File: src/rtl/signed_div_seq.sv
// signed_div_seq: sequential N-bit signed integer divider.
// Restoring division on operand magnitudes, one quotient bit per clock,
// followed by one sign-correction cycle. Division truncates toward zero.
//
// Ports:
//   i_clk          rising-edge clock
//   i_rst          asynchronous active-high reset
//   i_start        start request, accepted only while o_busy=0
//   i_dividend     signed dividend, captured on accepted start
//   i_divisor      signed divisor, captured on accepted start
//   o_busy         high while a division is in progress
//   o_done         one-cycle pulse when results are valid
//   o_quotient     signed quotient, held until the next result
//   o_remainder    signed remainder, held until the next result
//   o_div_by_zero  divisor was zero (quotient all ones, remainder = dividend)
//   o_overflow     -2^(N-1) / -1 (quotient wraps to -2^(N-1))
module signed_div_seq #(
  parameter int N = 4
) (
  input  logic         i_clk,
  input  logic         i_rst,
  input  logic         i_start,
  input  logic [N-1:0] i_dividend,
  input  logic [N-1:0] i_divisor,
  output logic         o_busy,
  output logic         o_done,
  output logic [N-1:0] o_quotient,
  output logic [N-1:0] o_remainder,
  output logic         o_div_by_zero,
  output logic         o_overflow
);

  localparam int CW = $clog2(N) + 1;

  localparam logic [1:0] S_IDLE = 2'd0;
  localparam logic [1:0] S_CALC = 2'd1;
  localparam logic [1:0] S_FIX  = 2'd2;
  localparam logic [1:0] S_DONE = 2'd3;

  localparam logic [N-1:0]  ONE     = N'(1);
  localparam logic [N-1:0]  MIN_MAG = {1'b1, {(N-1){1'b0}}};
  localparam logic [CW-1:0] CNT_TOP = CW'(N - 1);

  logic [1:0]    state;
  logic [CW-1:0] cnt;
  logic [N-1:0]  dvd;
  logic [N-1:0]  dvd_mag;
  logic [N-1:0]  dvs_mag;
  logic          dvd_neg;
  logic          dvs_neg;
  logic [N-1:0]  rem;
  logic [N-1:0]  quo;

  logic          accept;
  logic [N-1:0]  dvd_mag_in;
  logic [N-1:0]  dvs_mag_in;
  logic [N:0]    shifted;
  logic [N:0]    trial;
  logic          div_zero;
  logic          ovf;

  assign accept = i_start && ((state == S_IDLE) || (state == S_DONE));

  // Magnitude as N-bit unsigned, so the most negative value maps to 2^(N-1).
  assign dvd_mag_in = i_dividend[N-1] ? (~i_dividend + ONE) : i_dividend;
  assign dvs_mag_in = i_divisor[N-1]  ? (~i_divisor + ONE)  : i_divisor;

  // quo initially holds the dividend magnitude; its MSB feeds the partial
  // remainder while quotient bits enter at the LSB.
  assign shifted = {rem, quo[N-1]};
  assign trial   = shifted - {1'b0, dvs_mag};

  assign div_zero = (dvs_mag == '0);
  assign ovf      = dvd_neg && dvs_neg && (dvd_mag == MIN_MAG) && (dvs_mag == ONE);

  assign o_busy = (state == S_CALC) || (state == S_FIX);
  assign o_done = (state == S_DONE);

  always_ff @(posedge i_clk or posedge i_rst) begin
    if (i_rst) begin
      state         <= S_IDLE;
      cnt           <= '0;
      dvd           <= '0;
      dvd_mag       <= '0;
      dvs_mag       <= '0;
      dvd_neg       <= 1'b0;
      dvs_neg       <= 1'b0;
      rem           <= '0;
      quo           <= '0;
      o_quotient    <= '0;
      o_remainder   <= '0;
      o_div_by_zero <= 1'b0;
      o_overflow    <= 1'b0;
    end else begin
      case (state)
        S_IDLE, S_DONE: begin
          if (accept) begin
            dvd           <= i_dividend;
            dvd_mag       <= dvd_mag_in;
            dvs_mag       <= dvs_mag_in;
            dvd_neg       <= i_dividend[N-1];
            dvs_neg       <= i_divisor[N-1];
            rem           <= '0;
            quo           <= dvd_mag_in;
            cnt           <= CNT_TOP;
            o_div_by_zero <= 1'b0;
            o_overflow    <= 1'b0;
            state         <= S_CALC;
          end else begin
            state <= S_IDLE;
          end
        end
        S_CALC: begin
          if (trial[N]) begin
            rem <= shifted[N-1:0];
          end else begin
            rem <= trial[N-1:0];
          end
          quo <= {quo[N-2:0], ~trial[N]};
          if (cnt == '0) begin
            state <= S_FIX;
          end else begin
            cnt <= cnt - 1'b1;
          end
        end
        S_FIX: begin
          if (div_zero) begin
            o_quotient  <= '1;
            o_remainder <= dvd;
          end else begin
            o_quotient  <= (dvd_neg ^ dvs_neg) ? (~quo + ONE) : quo;
            o_remainder <= dvd_neg ? (~rem + ONE) : rem;
          end
          o_div_by_zero <= div_zero;
          o_overflow    <= ovf && !div_zero;
          state         <= S_DONE;
        end
        default: state <= S_IDLE;
      endcase
    end
  end

endmodule

File: config.mk
export PLATFORM = sky130hd
export DESIGN_NAME = signed_div_seq
export DESIGN_NICKNAME = d
export VERILOG_FILES = /design/src/rtl/signed_div_seq.sv
export SDC_FILE = /design/constraint.sdc
export NUM_CORES = 1
export LEC_CHECK = 0
export CAP_MARGIN = 10
export CELL_PAD_IN_SITES_DETAIL_PLACEMENT = 1
export CELL_PAD_IN_SITES_GLOBAL_PLACEMENT = 1
export CORE_MARGIN = 2
export CORE_UTILIZATION = 35
export DETAILED_ROUTE_END_ITERATION = 7
export MAX_ROUTING_LAYER = met4
export PLACE_DENSITY_LB_ADDON = 0.1
export SYNTH_ARGS = -nofsm -noshare
export SYNTH_HDL_FRONTEND = slang
export SYNTH_SLANG_ARGS = --single-unit
File: constraint.sdc
create_clock -name i_clk -period 2.6 [get_ports i_clk]
set_input_delay 0.39 -clock i_clk [delete_from_list [all_inputs] [get_ports i_clk]]
set_output_delay 0.39 -clock i_clk [all_outputs]
set_load 0.01 [all_outputs]
* Word level (Yosys, flattened, before mapping)
Index checks and enable logic that the tools add are counted.
** Word-level totals
- Register bits after elaboration :: 37
- Input bits :: 11
- Output and inout port bits :: 12
** Operators by class
- Add/sub/neg operators :: 6
- Equal/unequal tests :: 8
- Multiplexer cells :: 20
- Bitwise gates (word level) :: 6
- Reduce and logical (&&, ||, !) cells :: 18
** Operators by type and width (number)
- 2-to-1 mux 4 bit :: 9
- adder 4 x 1 -> 4 bit (second input constant) :: 4
- inverter 4 bit :: 4
- case mux 4 bit (2 select lines) :: 2
- 2-to-1 mux 3 bit :: 2
- case mux 2 bit (3 select lines) :: 1
- case mux 3 bit (2 select lines) :: 1
- AND reduction 2 bit :: 3
- logical AND 1 bit :: 5
- subtractor 5 x 4 -> 5 bit :: 1
- == test 2 bit (second input constant) :: 2
- == test 4 x 1 -> 1 bit (second input constant) :: 1
- == test 4 bit (second input constant) :: 1
- logical NOT 4 bit :: 1
- inequality test 2 bit (second input constant) :: 2
- case mux 1 bit (2 select lines) :: 2
- nonzero test 2 bit :: 2
- logical NOT 3 bit :: 1
- AND reduction 3 bit :: 1
- subtractor 3 x 1 -> 3 bit (second input constant) :: 1
- == test 2 x 1 -> 1 bit (second input constant) :: 1
- logical NOT 2 bit :: 1
- logical OR 1 bit :: 2
- 2-to-1 mux 1 bit :: 2
- 6 further kinds :: 6

* Depth between registers and ports, before layout
Gate-level depths: netlist of run 1.
- Word-level depth :: 5
- Mapped depth :: 8

* Worst setup path after synthesis of run 1
No wires, ideal clock.
- Kind :: flip-flop to flip-flop
- Start point :: register dvs_mag[0]
- End point :: register rem[0]
- Library setup time :: 0.083 ns
- Arrival :: 2.077 ns
- Data required time :: 2.517 ns
- Path slack :: 0.440 ns
- Cell stages (with the launch flop) :: 8
- Period minus slack after synthesis :: 2.160 ns
- Cell sequence :: dfrtp_1 ha_1 fa_1 nand2b_1 a21oi_1 xor2_2 mux2_1 o22ai_1
** On the way
- Word-level cells in the longest chain between the ends :: 3
** RTL lines
- from (decl) :: line 48 : logic [N-1:0] dvs_mag;
- from (signal assigned) :: line 100 : dvs_mag <= dvs_mag_in;
- subtractor 5 x 4 -> 5 bit :: line 71 : assign trial = shifted - {1'b0, dvs_mag};
- 2-to-1 mux 4 bit :: line 114 : if (trial[N]) begin
- case mux 4 bit (2 select lines) :: line 95 : case (state)
- to (signal assigned) :: line 115 : rem <= shifted[N-1:0];
- to (signal assigned) :: line 117 : rem <= trial[N-1:0];
- to (decl) :: line 51 : logic [N-1:0] rem;
No other way between the ends.
A chain may end at the register's enable or synchronous reset.

* Final worst setup path of run 1
Ends and elaborated chain as after synthesis.

==> results of run 1 <==
placed cells by master (no fill, tap or decap), types with 5 or more instances in the layout:
master,synthesis,layout
nand2_1,23,23
inv_1,17,17
mux2_1,7,7
xnor2_1,6,6
o21ai_1,14,14
a31oi_1,6,6
ha_1,14,14
nor2_1,17,17
mux2i_1,5,5
clkdlybuf4s50_1,0,22
nor2b_1,5,5
clkbuf_8,0,6
a21oi_1,9,9
dfrtp_1,35,35
critical path, cell delays in order (launching register included):
cell and delay, ns:
dfrtp_1 0.45, ha_1 0.26, fa_1 0.39, nand2b_1 0.16, a21oi_1 0.21, xor2_2 0.34, mux2_1 0.36, o22ai_1 0.11
sequential cells by signal, summed over array words and instances (netlist names):
| register | cells |
|---|---|
| cnt | 3 |
| dvd | 4 |
| dvd_mag | 3 |
| dvs_mag | 4 |
| dvs_neg | 1 |
| o_div_by_zero | 1 |
| o_overflow | 1 |
| o_quotient | 4 |
| o_remainder | 4 |
| quo | 4 |
| rem | 4 |
| state | 2 |
layer usage:
| metal | routed length [µm] | vias up | part of all wire, % |
|---|---|---|---|
| li1 | - | 768 | - |
| met1 | 2460 | 788 | 49 |
| met2 | 2420 | 16 | 48 |
| met3 | 102 | 5 | 2.0 |
| met4 | 53 | 0 | 1.1 |
| met5 | 0 | - | 0 |
worst max-delay path by stage:
stage	start	endpoint	slack, ns	cells past startpoint
finish	dvs_mag[0]	rem[0]	0.23	7
global route	dvs_mag[0]	rem[0]	0.10	7
CTS	dvs_mag[0]	rem[0]	0.22	7
detailed placement	dvs_mag[0]	rem[1]	0.24	7
global placement	dvs_mag[0]	rem[0]	0.33	7
floorplan	dvs_mag[0]	rem[0]	0.44	7
metrics by stage:
stage / hold slack (ns) / cells / utilization (%) / setup WS (ns) / total power [mW]
6_report: 0.499 / 304 / 43.4 / 0.232 / 3.09
5_1_grt: 0.529 / 304 / 43.4 / 0.103 / 3.37
4_1_cts: 0.503 / 304 / 43.4 / 0.219 / 3.14
3_5_place_dp: 0.487 / 297 / 41.8 / 0.241 / 2.72
3_3_place_gp: 0.473 / 297 / 41.8 / 0.332 / 2.63
2_1_floorplan: 0.455 / 207 / - / 0.440 / 2.13
area by class of cell:
| type | count | area, µm² |
|---|---|---|
| clock inverter | 1 | 5.00 |
| timing repair buffer | 25 | 243 |
| inverter | 19 | 71.3 |
| sequential | 35 | 876 |
| clock buffer | 6 | 82.6 |
| tap | 72 | 90.1 |
| fill | 666 | 3120 |
| multi-input combinational | 146 | 1020 |
kinds of logic after synthesis:
kind of cell / after synthesis
adder cells (fa/ha/maj): 15
buffers and inverters: 26
AO/OA/AOI/OAI: 47
multiplexers: 15
AND/OR/NAND/NOR: 61
flip-flops: 35
XOR/XNOR: 8
where the power goes:
part / internal (mW) / switching (mW)
registers: 0.773 / 0.230
logic: 0.757 / 0.919
clock network: 0.208 / 0.200
==> run_results.csv, run 1 <==
group,metric,value,unit
logic_synthesis,synth-simple-area-share,14.9,%
clock_network,clock_latency,0.29,ns
final_layout,drive_gt1_share,7.76,%
clock_network,cts_tree,"built",
timing,tightestPinTransition,0.550,ns
power,ir_worst_vdd,0.000431,V
power,pwr_density_cell,1290,nW/µm²
floorplanning,io_pins,23,
clock_network,htree_levels,2,
logic_synthesis,synth_nets,233,
setup_path,worstSetupPathType,"register to register",
route,routed_wl,5.04,mm
logic_synthesis,syn_inst,207,
clock_network,ctsHoldBuffers,0,
logic_synthesis,syn_area,2000,µm²
setup_path,worstRegToRegCells,7,
setup_path,r2r_start,"dvs_mag[0]",
global_route,antenna_found_initial,0,
logic_synthesis,yosys_warnings,0,
route,route.detailed.wl_per_inst,16.6,µm
final_layout,fin_nets,258,
setup_path,ff2ff_setup_slack,0.23,ns
logic_synthesis,synth.most_common_cell,"dfrtp_1",
clock_network,clock_sinks,35,
final_layout,diodes,0,
setup_path,cp-end-kind,"register",
timing,maxSlewHeadroom,62.8,%
logic_synthesis,synthAdderAreaFrac,9.78,%
clock_network,path_clk_slew,0.07,ns
logic_synthesis,synth_top_family_by_area,"simple AND/OR/NAND/NOR gates",
global_route,grtUsageMet3,4.07,%
logic_synthesis,yosys-top-cells-count,"dfrtp_1, nand2_1, inv_1, nor2_1",
global_route,grt_pass1_vias,1659,
floorplanning,start_util,36.2,%
logic_synthesis,yosysTopAreaCellShare,43.9,%
route,vias,1577,
global_route,grt_start_max_net_pins,36,
route,drc,0,
clock_network,post_cts_resized,0,
placement,port-buffer-count,22,
timing,setup_violations,0,
logic_synthesis,synth_seq_area_share,43.9,%
timing,tns,0,ns
logic_synthesis,yosysUniqueCellTypes,42,
logic_synthesis,synth_edf_count,0,
timing,rsz0062_at_grt,"no",
logic_synthesis,syn_area_per_cell,9.64,µm²
floorplanning,core_area,5510,µm²
global_route,track_usage,18.3,%
route,drt-initial-drc-count,54,
placement,dpl_cell_area,2300,µm²
logic_synthesis,synthTopCellsByArea,"dfrtp_1, ha_1, nand2_1",
global_route,use_met2,29.0,%
logic_synthesis,yosys.area.top_type,"dfrtp_1",
route,ant_nets,0,
setup_path,worstReg2RegEnd,"rem[0]",
timing,fin_skew,0.00837,ns
global_route,busiest_layer,"met2",
clock_network,cts_buffer_depth,2,
final_layout,area_growth,19.6,%
setup_path,cp-start-kind,"register",
setup_path,cp_max_fo,5,
placement,dp.final_hpwl,3.82,mm
clock_network,cts_root_buf,"clkbuf_8",
logic_synthesis,yosys_most_used_dff,"dfrtp_1",
logic_synthesis,synth-xor-area-share,3.89,%
setup_path,worstPathRequired,2.81,ns
logic_synthesis,synth_compound_gate_area_share,14.2,%
route,via_per_inst,5.19,
logic_synthesis,async_reset_ff_share,100,%
global_route,grt_pass1_wl,8.49,mm
run,max_cap_viol_count,0,
floorplanning,rows,27,
floorplanning,fp.dieW,79.5,µm
setup_path,cp_data_arrival_time,2.58,ns
clock_network,cts_made_buffers,5,
logic_synthesis,synth_seq_cells,35,
timing,maxSlewViolCount,0,
global_route,grt_overflow,0,
timing,fin_crit,2.37,ns
floorplanning,die_h,79.5,µm
final_layout,fin_area,2390,µm²
timing,maxClockFrequency,0.422,GHz
power,leakagePower,1.05,nW
floorplanning,dieArea,6320,µm²
clock_network,cts_setup_buffers,0,
logic_synthesis,synthMuxAreaShare,8.34,%
status,status,"finished clean",
route,firstDrtPassIters,4,
hold_path,min_path_type,"input port to async pin",
timing,final_hold_viol_count,0,
placement,gp_congestion,0.813,
timing,period_share,91.1,%
global_route,use_met1,24.2,%
No activity file was read; power rests on OpenSTA's default activity.
==> inputs of run 2 (changes only) <==
Clock period 2.6 ns to 2.75 ns, I/O delays scaled along.
==> run_results.csv, run 2 (same netlist as run 1, synthesis figures left out) <==
group,metric,value,unit
route,drt-initial-drc-count,64,
floorplanning,dieArea,6320,µm²
clock_network,cts_setup_buffers,0,
floorplanning,start_util,36.2,%
setup_path,cp_max_fo,5,
placement,gp_congestion,0.805,
placement,port-buffer-count,22,
floorplanning,io_pins,23,
setup_path,slowest_stage,"dfrtp_1",
global_route,grt_pass1_wl,8.56,mm
final_layout,final_cells,305,
route,via_per_inst,5.22,
timing,setup_violations,0,
timing,rsz0062_at_grt,"no",
floorplanning,die_h,79.5,µm
power,power,2.91,mW
setup_path,worstSetupPathType,"register to register",
clock_network,cts_buffer_depth,2,
final_layout,post-route-util,43.2,%
power,ir_worst_vdd,0.000472,V
final_layout,diodes,0,
timing,tns,0,ns
timing,final_hold_viol_count,0,
timing,timing.hold.ws,0.495,ns
route,routed_wl,5.04,mm
clock_network,ctsHoldBuffers,0,
floorplanning,fp.dieW,79.5,µm
setup_path,worstPathRequired,2.96,ns
final_layout,area_growth,19.3,%
setup_path,cp-start-kind,"register",
placement,post-place-cells,297,
final_layout,final_common_cell,"dfrtp_1",
timing,maxSlewViolCount,0,
setup_path,cp-end-kind,"register",
placement,place_ws,0.425,ns
clock_network,cts_root_buf,"clkbuf_8",
floorplanning,rows,27,
timing,fin_skew,0.00510,ns
timing,period_share,85.1,%
setup_path,worstRegToRegCells,7,
hold_path,min_path_type,"register to register",
route,vias,1593,
hold_path,hold_depth,2,
final_layout,fin_area,2380,µm²
route,ant_nets,0,
clock_network,clock_sinks,35,
setup_path,slowest_delay,0.44,ns
clock_network,cts_made_buffers,5,
final_layout,fin_nets,258,
final_layout,layout_common_cells,"dfrtp_1, nand2_1, clkdlybuf4s50_1, nor2_1, inv_1",
global_route,grt_start_max_net_pins,36,
floorplanning,core_area,5510,µm²
timing,maxClockFrequency,0.427,GHz
global_route,track_usage,18.2,%
clock_network,clock_latency,0.29,ns
route,route.detailed.wl_per_inst,16.5,µm
status,status,"finished clean",
timing,fin_ws,0.409,ns
clock_network,path_clk_slew,0.07,ns
clock_network,htree_levels,2,
global_route,grt_pass1_vias,1712,
global_route,grt_overflow,0,
clock_network,post_cts_resized,0,
global_route,antenna_found_initial,0,
placement,dp.final_hpwl,3.89,mm
final_layout,drive_gt1_share,7.30,%
setup_path,path_cells,"ha_1, fa_1, nand2b_1, a21oi_1, xor2_2, mux2_1, o22ai_1",
route,firstDrtPassIters,4,
power,leakagePower,1.05,nW
timing,maxSlewHeadroom,60.4,%
power,pwr_density_cell,1220,nW/µm²
run,max_cap_viol_count,0,
timing,tightestPinTransition,0.586,ns
route,drc,0,
placement,dpl_cell_area,2300,µm²
setup_path,cp_data_arrival_time,2.55,ns
clock_network,cts_tree,"built",
timing,fin_crit,2.34,ns
[run 2: cell types whose count changed in the layout (fill, tap and decap cells not counted), sizes merged]
cell,delta
clkbuf,+1
[run 2: final timing paths]
kind	startpoint	to	slack [ns]
max	dvs_mag[0]	rem[0]	0.41
min	o_div_by_zero	o_div_by_zero	0.49
max reg2reg	dvs_mag[0]	rem[0]	0.41
min reg2reg	o_div_by_zero	o_div_by_zero	0.49
max in group asynchronous	i_rst	cnt[1]	1.89
min in group asynchronous	i_rst	state[1]	0.53
[run 2: layout make-up]
class,instances,area (µm²)
clock inverters,1,5.00
clock buffers,7,76.3
fillers,614,3130
multi-input cells,146,1020
well taps,72,90.1
flip-flops and latches,35,876
repair buffers,25,243
inverters,19,71.3
[run 2: critical path, delay by kind of cell (launching register included)]
| kind | cells | cell delay, ns |
|---|---|---|
| DFF | 1 | 0.44 |
| and+or+nand+nor | 1 | 0.16 |
| muxes | 1 | 0.36 |
| adders and majority gates | 2 | 0.66 |
| AOI/OAI and AO/OA | 2 | 0.33 |
| xor gates and xnor gates | 1 | 0.32 |
[run 2: power breakdown]
part | total, mW | internal [mW] | switching [mW] | leakage [nW]
clock network | 0.367 | 0.178 | 0.189 | 0.0422
registers | 0.942 | 0.731 | 0.211 | 0.422
logic | 1.60 | 0.722 | 0.876 | 0.582
total | 2.91 | 1.63 | 1.28 | 1.05
[run 2: per-layer routing]
layer  wire, µm  global-route usage (%)  vias to the layer above
met5          0                       -                        -
met4         93                    6.03                        0
met3        132                    3.96                       10
met2       2470                    28.8                       20
met1       2350                    23.1                      802
li1           -                       -                      761
